## config.mk

```make
export PLATFORM = sky130hd
export DESIGN_NAME = sha_boot_sequencer
export DESIGN_NICKNAME = d
export VERILOG_FILES = /design/src/rtl/sha_boot_sequencer.sv
export SDC_FILE = /design/constraint.sdc
export NUM_CORES = 2
export LEC_CHECK = 0
export ABC_CLOCK_PERIOD_IN_PS = 4100
export BUFFER_PORTS_ARGS = -buffer_cell sky130_fd_sc_hd__clkbuf_2
export CAP_MARGIN = 0
export CORE_AREA = 2 2 425 427
export DETAILED_ROUTE_END_ITERATION = 8
export DIE_AREA = 0 0 427 429
export GPL_ROUTABILITY_DRIVEN = 0
export PLACE_DENSITY = 0.48
export SETUP_SLACK_MARGIN = 0.2
export SKIP_CTS_REPAIR_TIMING = 1
export SYNTH_ARGS = -nofsm -noshare
export SYNTH_HDL_FRONTEND = slang
export SYNTH_SLANG_ARGS = --single-unit
```

## constraint.sdc

```tcl
create_clock -name clk -period 4.1 [get_ports clk]
set_clock_uncertainty 0.2 [all_clocks]
set_input_delay 0.82 -clock clk [delete_from_list [all_inputs] [get_ports clk]]
set_output_delay 0.82 -clock clk [all_outputs]
set_load 0.1 [all_outputs]
```

## src/rtl/sha_boot_sequencer.sv

```systemverilog
// ---------------------------------------------------------------------------
// sha_boot_sequencer
//
// Streams a boot image, one 32-bit word at a time, into the SHA-256 engine.
// The image is packed into 512-bit blocks and SHA-256 padding is applied
// (the image is always a whole number of words). The engine is driven through
// its init/next handshake. The final digest is then compared with a golden
// digest, and the result is reported as a pass/fail boot verdict.
//
// Ports
//   clk, rst           system clock, synchronous active-high reset
//   start              pulse in IDLE/DONE: begin hashing a new image
//   msg_data/valid/last/ready
//                      image word stream, big-endian, valid/ready handshake
//   golden_digest      expected digest, sampled on start
//   sha_block          block presented to the engine, word 0 in [511:480]
//   sha_init/sha_next  one-cycle pulses: first block / subsequent blocks
//   sha_sel            engine mode select, always normal hash (0)
//   sha_ready          engine idle/ready
//   sha_digest         engine digest output
//   busy               high while an image is being processed
//   done, pass, error  verdict; pass/error are valid while done is high
//   block_count        number of blocks issued for the current image
// ---------------------------------------------------------------------------
module sha_boot_sequencer #(
   parameter int MAX_WORDS = 4096,
   parameter int CNT_W     = $clog2(MAX_WORDS + 1)
) (
   input  logic         clk,
   input  logic         rst,
   input  logic         start,
   input  logic [31:0]  msg_data,
   input  logic         msg_valid,
   input  logic         msg_last,
   output logic         msg_ready,
   input  logic [255:0] golden_digest,
   output logic [511:0] sha_block,
   output logic         sha_init,
   output logic         sha_next,
   output logic         sha_sel,
   input  logic         sha_ready,
   input  logic [255:0] sha_digest,
   output logic         busy,
   output logic         done,
   output logic         pass,
   output logic         error,
   output logic [15:0]  block_count
);

   typedef enum logic [2:0] {
      S_IDLE, S_FILL, S_PAD, S_ISSUE, S_WAIT, S_CHECK, S_DONE
   } state_e;

   localparam logic [CNT_W-1:0] LEN_LAST = CNT_W'(MAX_WORDS - 1);

   state_e         state_q;
   logic [3:0]     idx_q;          // next free word slot in block_q
   logic [CNT_W-1:0] len_q;        // words accepted for this image
   logic [511:0]   block_q;
   logic [255:0]   golden_q;
   logic           pad_pending_q;  // 0x80000000 marker not yet placed
   logic           msg_end_q;      // last word seen, padding block(s) still owed
   logic           final_q;        // block in flight carries the length field
   logic [1:0]     wait_cnt_q;     // cycles of sha_ready still to ignore
   logic [15:0]    blk_cnt_q;
   logic           init_q, next_q, done_q, pass_q, error_q;

   logic [511:0]   pad_block_d;
   logic           pad_final_d;
   logic [63:0]    bit_len;

   assign bit_len = 64'(len_q) << 5;

   // Padding block built from the current block: marker at idx_q if still
   // owed, zeros after it, and the bit length in words 14/15 when they are free.
   // NOTE: every output of this always_comb gets a default first, so no latch is inferred.
   always_comb begin
      pad_block_d = block_q;
      for (int i = 0; i < 16; i++) begin
         if ((4'(i) == idx_q) && pad_pending_q)
            pad_block_d[(15 - i) * 32 +: 32] = 32'h8000_0000;
         else if (4'(i) >= idx_q)
            pad_block_d[(15 - i) * 32 +: 32] = 32'h0;
      end
      pad_final_d = (idx_q <= 4'd13);
      if (pad_final_d)
         pad_block_d[63:0] = bit_len;
   end

   // NOTE: sequential state uses non-blocking assignments only, so every
   // register samples the pre-edge values of the others.
   always_ff @(posedge clk) begin
      if (rst) begin
         // NOTE: the block register is reset as well, so that sha_block is 0 out of reset.
         state_q       <= S_IDLE;
         idx_q         <= '0;
         len_q         <= '0;
         block_q       <= '0;
         golden_q      <= '0;
         pad_pending_q <= 1'b0;
         msg_end_q     <= 1'b0;
         final_q       <= 1'b0;
         wait_cnt_q    <= '0;
         blk_cnt_q     <= '0;
         init_q        <= 1'b0;
         next_q        <= 1'b0;
         done_q        <= 1'b0;
         pass_q        <= 1'b0;
         error_q       <= 1'b0;
      end else begin
         init_q <= 1'b0;
         next_q <= 1'b0;
         unique case (state_q)
            S_IDLE, S_DONE: begin
               if (start) begin
                  golden_q      <= golden_digest;
                  idx_q         <= '0;
                  len_q         <= '0;
                  block_q       <= '0;
                  blk_cnt_q     <= '0;
                  pad_pending_q <= 1'b0;
                  msg_end_q     <= 1'b0;
                  final_q       <= 1'b0;
                  done_q        <= 1'b0;
                  pass_q        <= 1'b0;
                  error_q       <= 1'b0;
                  state_q       <= S_FILL;
               end
            end
            S_FILL: begin
               if (msg_valid) begin
                  block_q[{~idx_q, 5'b0} +: 32] <= msg_data;
                  len_q <= len_q + CNT_W'(1);
                  if (msg_last) begin
                     pad_pending_q <= 1'b1;
                     msg_end_q     <= 1'b1;
                     if (idx_q == 4'd15) begin
                        state_q <= S_ISSUE;
                     end else begin
                        idx_q   <= idx_q + 4'd1;
                        state_q <= S_PAD;
                     end
                  end else if (len_q == LEN_LAST) begin
                     // Image too long: abort with an error verdict.
                     error_q <= 1'b1;
                     pass_q  <= 1'b0;
                     done_q  <= 1'b1;
                     state_q <= S_DONE;
                  end else if (idx_q == 4'd15) begin
                     state_q <= S_ISSUE;
                  end else begin
                     idx_q <= idx_q + 4'd1;
                  end
               end
            end
            S_PAD: begin
               block_q       <= pad_block_d;
               final_q       <= pad_final_d;
               pad_pending_q <= 1'b0;
               state_q       <= S_ISSUE;
            end
            S_ISSUE: begin
               if (sha_ready) begin
                  if (blk_cnt_q == 16'd0) init_q <= 1'b1;
                  else                    next_q <= 1'b1;
                  blk_cnt_q  <= blk_cnt_q + 16'd1;
                  wait_cnt_q <= 2'd2;
                  state_q    <= S_WAIT;
               end
            end
            S_WAIT: begin
               // sha_ready is stale during the pulse cycle and the cycle after it.
               if (wait_cnt_q != 2'd0) begin
                  wait_cnt_q <= wait_cnt_q - 2'd1;
               end else if (sha_ready) begin
                  if (final_q) begin
                     state_q <= S_CHECK;
                  end else begin
                     idx_q   <= '0;
                     block_q <= '0;
                     state_q <= msg_end_q ? S_PAD : S_FILL;
                  end
               end
            end
            S_CHECK: begin
               pass_q  <= (sha_digest == golden_q);
               error_q <= 1'b0;
               done_q  <= 1'b1;
               state_q <= S_DONE;
            end
            default: state_q <= S_IDLE;
         endcase
      end
   end

   assign msg_ready   = (state_q == S_FILL);
   assign busy        = (state_q != S_IDLE) && (state_q != S_DONE);
   assign sha_block   = block_q;
   assign sha_init    = init_q;
   assign sha_next    = next_q;
   assign sha_sel     = 1'b0;
   assign done        = done_q;
   assign pass        = pass_q;
   assign error       = error_q;
   assign block_count = blk_cnt_q;

endmodule

```

## Word level (Yosys, flattened, before mapping)

Index checks and enable logic that the tools add are counted.

| storage, ports and cells | value |
|---|---|
| register bits after elaboration | 814 |
| input port bits | 550 |
| output and inout bits | 536 |
| word-level logic and storage cells | 255 |

| cells by class | value |
|---|---|
| add/subtract/negate cells | 5 |
| order comparisons | 17 |
| equal/unequal tests | 53 |
| shift operators | 2 |
| mux-type cells | 87 |
| bitwise gates (word level) | 3 |
| reductions and logical operators | 58 |

Operators by type and width:

| cell | number |
|---|---|
| two-way mux 512 bit | 5 |
| case mux 512 bit (4 select lines) | 1 |
| two-way mux 32 bit | 32 |
| bitwise mux 512 bit | 1 |
| variable shift 32 x 11 -> 512 bit (first input constant) | 1 |
| indexed part select 32 x 11 -> 512 bit | 1 |
| == test 256 bit | 1 |
| AND reduction 7 bit | 17 |
| two-way mux 64 bit | 1 |
| != test 3 bit (second input constant) | 16 |
| == test 4 bit (first input constant) | 8 |
| greater-or-equal comparator 4 bit (first input constant) | 8 |
| two-way mux 16 bit | 2 |
| two-way mux 4 bit | 8 |
| case mux 16 bit (2 select lines) | 1 |
| two-way mux 3 bit | 9 |
| two-way mux 13 bit | 2 |
| case mux 13 bit (2 select lines) | 1 |
| != test 2 bit (second input constant) | 9 |
| case mux 3 bit (6 select lines) | 1 |
| logical AND 1 bit | 17 |
| adder 16 x 1 -> 16 bit (second input constant) | 1 |
| == test 3 x 4 -> 1 bit (first input constant) | 4 |
| greater-or-equal comparator 3 x 4 -> 1 bit (first input constant) | 4 |
| 38 further kinds | 74 |

## Depth between registers and ports, before layout

| depth | value |
|---|---|
| word-level depth | 6 |
| gate-level depth with buffers | 11 |
| gate-level depth less buffers | 8 |

## Least setup slack after synthesis

OpenSTA, ideal clock, no wires.

| timing | value |
|---|---|
| path type | register to register |
| start point | register idx_q[0] |
| end point | register block_q[257] (netlist: sha_block[257]) |
| library setup time | 0.120 ns |
| arrival time | 2.638 ns |
| data required time | 3.780 ns |
| setup slack | 1.142 ns |
| cell stages (with the launch flop) | 11 |
| clock period less this slack | 2.958 ns |
| cells stage by stage | dfxtp_1 clkbuf_1 inv_1 ha_1 nand2b_1 or4_1 or3_1 clkbuf_1 buf_2 nand2_1 a21oi_1 |

| between the ends | value |
|---|---|
| cells in the longest elaborated chain, start to end | 6 |

RTL lines:

| what | RTL line | text |
|---|---|---|
| start: declaration | 57 | `logic [3:0] idx_q;` |
| start signal: assignment | 140 | `idx_q <= idx_q + 4'd1;` |
| start signal: assignment | 152 | `idx_q <= idx_q + 4'd1;` |
| inverter 4 bit | 132 | `block_q[{~idx_q, 5'b0} +: 32] <= msg_data;` |
| negation 9 -> 11 bit | 132 |  |
| indexed part select 32 x 11 -> 512 bit / variable shift 32 x 11 -> 512 bit (equally long branches) | 132 |  |
| bitwise mux 512 bit | 132 |  |
| two-way mux 512 bit | 131 | `if (msg_valid) begin` |
| case mux 512 bit (4 select lines) | 113 | `unique case (state_q)` |
| end signal: indexed assignment | 132 |  |
| end signal: assignment | 157 | `block_q <= pad_block_d;` |
| end: declaration | 59 | `logic [511:0] block_q;` |

Parallel ways exist; a longest one is shown, timed or not. The select of a mux whose other input is x is not followed.
A chain may end at the register's enable or synchronous reset.

## Worst setup path after layout

| timing | value |
|---|---|
| start point | register idx_q[0] |
| end point | register block_q[405] (netlist: sha_block[405]) |

Same word-level chain as after synthesis.

==> impl_metrics.ini <==
[finish]
layout-drive-gt1-share = 0.278
nets = 5445
final_util = 0.256
fin_cells = 7351
areaGrowthSynthToFinish_pct = 34.0

[synthesis]
muxShareOfSynthArea = 0.106
synthXorXnorAreaFrac = 0.0713
syn_inst = 3911
yosys_warnings = 0
synth_top_cells_by_count = dfxtp_1, nand2_1, a21oi_1
post-synth-top-area-fraction = 0.479
synth_seq_cells = 814
synth-simple-area-share = 0.202
syn_nets = 4471
async_flop_share = 0
ys.flop_type = dfxtp_1
yosys-top-cells-area = dfxtp_1, mux2i_1, nand2_1
synth-compound-area-share = 0.0946
synth_top_family_by_area = simple AND/OR/NAND/NOR gates
avgSynthCellArea_um2 = 8.70
yosysTopAreaCell = dfxtp_1
synth_adder_area_share = 0.00368
synth_edf_count = 0
yosysUniqueCellTypes = 72
seq_area_frac_synth = 0.479
syn_area_um2 = 34000
synth_most_common_cell = dfxtp_1

[grt]
grt_pass1_vias = 30900
grtUsageTotal = 0.190
grt_overflow = 0
antenna_found_initial = 77
grt_pass1_wl_mm = 246
grt_max_degree = 189

[critical_path]
cp.arrival_ns = 3.84
r2r_start = idx_q[0]
cp_max_fo = 13
critical_path.startpoint_type = flop
path_class = flop to flop
cp-end-kind = flop
setup.worst_path.start = idx_q[0]
critPathRequiredTime_ns = 4.47

[drt]
drt_iter0_drc = 2741
drt-total-wl_mm = 182
drt-wirelength-per-cell_um = 24.8
vias_per_cell = 4.47
ant_nets = 0
drt-pass1-iter-count = 5
via_count = 32900
drcViolationCount = 0

[sta]
fin_setup_tns_ns = 0
period_minus_slack_ns = 3.47
rsz0062_at_grt = false
worst_pin_slew_ns = 1.16
hold_viol_final = 0
setup-violations-final = 0
maxSlewViolCount = 0
max_freq_mhz = 288
post-route-period-util = 0.847
slew-limit-headroom = 0.222

[clock_network]
cts.clk_slew.worst_paths_ns = 0.07
cts_buffers = 98
cts.sinks = 814
cts_max_level = 3
worst_skew_pair.late_latency_ns = 0.75
cts_max_path_buffers = 3
cts_tree = yes
clockRootBuffer = clkbuf_16

[power]
p_switching_uw = 10500
vdd_drop_max_mv = 0.362
leakage_uw = 0.0182
power_uw = 26700
internal_power_uw = 16200
clock_power_share = 0.347
power_frac_comb = 0.311
seqPwrFrac = 0.343
p_per_area_nw_per_um2 = 585
p_sw_frac = 0.394

[die]
rows = 155
die_w_um = 427
io_pins = 1086
initial_core_util = 0.191
dieHeight_um = 429
core_um2 = 178000
dieArea_um2 = 183000

[place]
hpwl_mm = 139
place_inst = 7140
io_buffers = 1084

[status]
outcome = finished clean

[min_path]
hp-class = input port to flop
min-delay-start = golden_digest[51]

[flow_run]
maxCapViolCount = 0
-- power groups by stage --
stage / Clock, uW / Combinational (uW) / Sequential [uW]
6_report: 9240 / 8280 / 9140
5_1_grt: 9730 / 8850 / 9210
4_1_cts: 9450 / 8320 / 9130
3_5_place_dp: 0 / 8300 / 9300
3_3_place_gp: 0 / 8250 / 9280
2_1_floorplan: 0 / 4430 / 10000
-- kinds of logic (layout without fill, tap and decap cells) --
logic type | Yosys count | in the layout
xor+xnor | 276 | 276
fa+ha+maj | 10 | 10
buf+inv | 322 | 1374
other cells | 1 | 34
simple gates | 1540 | 1540
flops | 814 | 814
compound gates | 587 | 587
mux | 361 | 361
-- state kept, by name, summed over array words and instances (netlist names) --
register	cells
sha_block	512
golden_q	256
block_count	16
len_q	13
idx_q	4
state_q	3
wait_cnt_q	2
done	1
error	1
final_q	1
msg_end_q	1
pad_pending_q	1
pass	1
sha_init	1
sha_next	1
-- critical path: stages, from the launching register on --
cell      delay [ns]
dfxtp_1         0.64
inv_1           0.21
ha_1            0.46
nand2b_1        0.24
or3_1           0.43
nor3_4          0.57
buf_12          0.25
mux2i_1         0.22
nor2_1          0.06
-- worst paths after layout --
check / endpoint / slack (ns) / cells past startpoint
setup reg to reg: sha_block[405] / 0.63 / 8
hold / removal: golden_q[51] / 0.09 / 3
hold reg to reg: sha_block[262] / 0.25 / 2
setup / recovery: sha_block[405] / 0.63 / 8
-- metrics by stage --
stage | setup slack [ns] | hold slack (ns) | area (um2)
2_1_floorplan | 1.14 | 0.229 | 34000
3_3_place_gp | 0.664 | 0.239 | 42100
3_5_place_dp | 0.675 | 0.235 | 42100
4_1_cts | 0.578 | -0.00168 | 45500
5_1_grt | 0.409 | 0.0439 | 45500
6_report | 0.629 | 0.0945 | 45600
-- layout by cell type, fill, tap and decap left out, types with 38 or more instances in the layout --
cell type  count
nand2_1      664
o21ai_0       56
nand2b_1      42
buf_4         76
and2_1        38
clkbuf_2    1082
nor4_1        59
a21oi_1      441
and3_1        70
dfxtp_1      814
clkbuf_16     98
mux2i_1      360
xor2_1       205
nor2_1       428
xnor2_1       69
nand3_1      123
-- per-layer routing --
layer	routed length [um]	track usage
met2	86400	0.312
met5	193	0
met3	14400	0.0505
met4	6340	0.0749
met1	74600	0.235
-- final cells by class --
type	instances	area [um2]
diodes	33	82.6
clock buffers	139	2790
clock inverters	39	572
fillers	19600	132000
inverters	18	72.6
multi-input cells	2775	16400
flip-flops and latches	814	16300
well taps	2355	2950
repair buffers	1178	6380
Note: power is estimated with default switching activity, not from simulation.
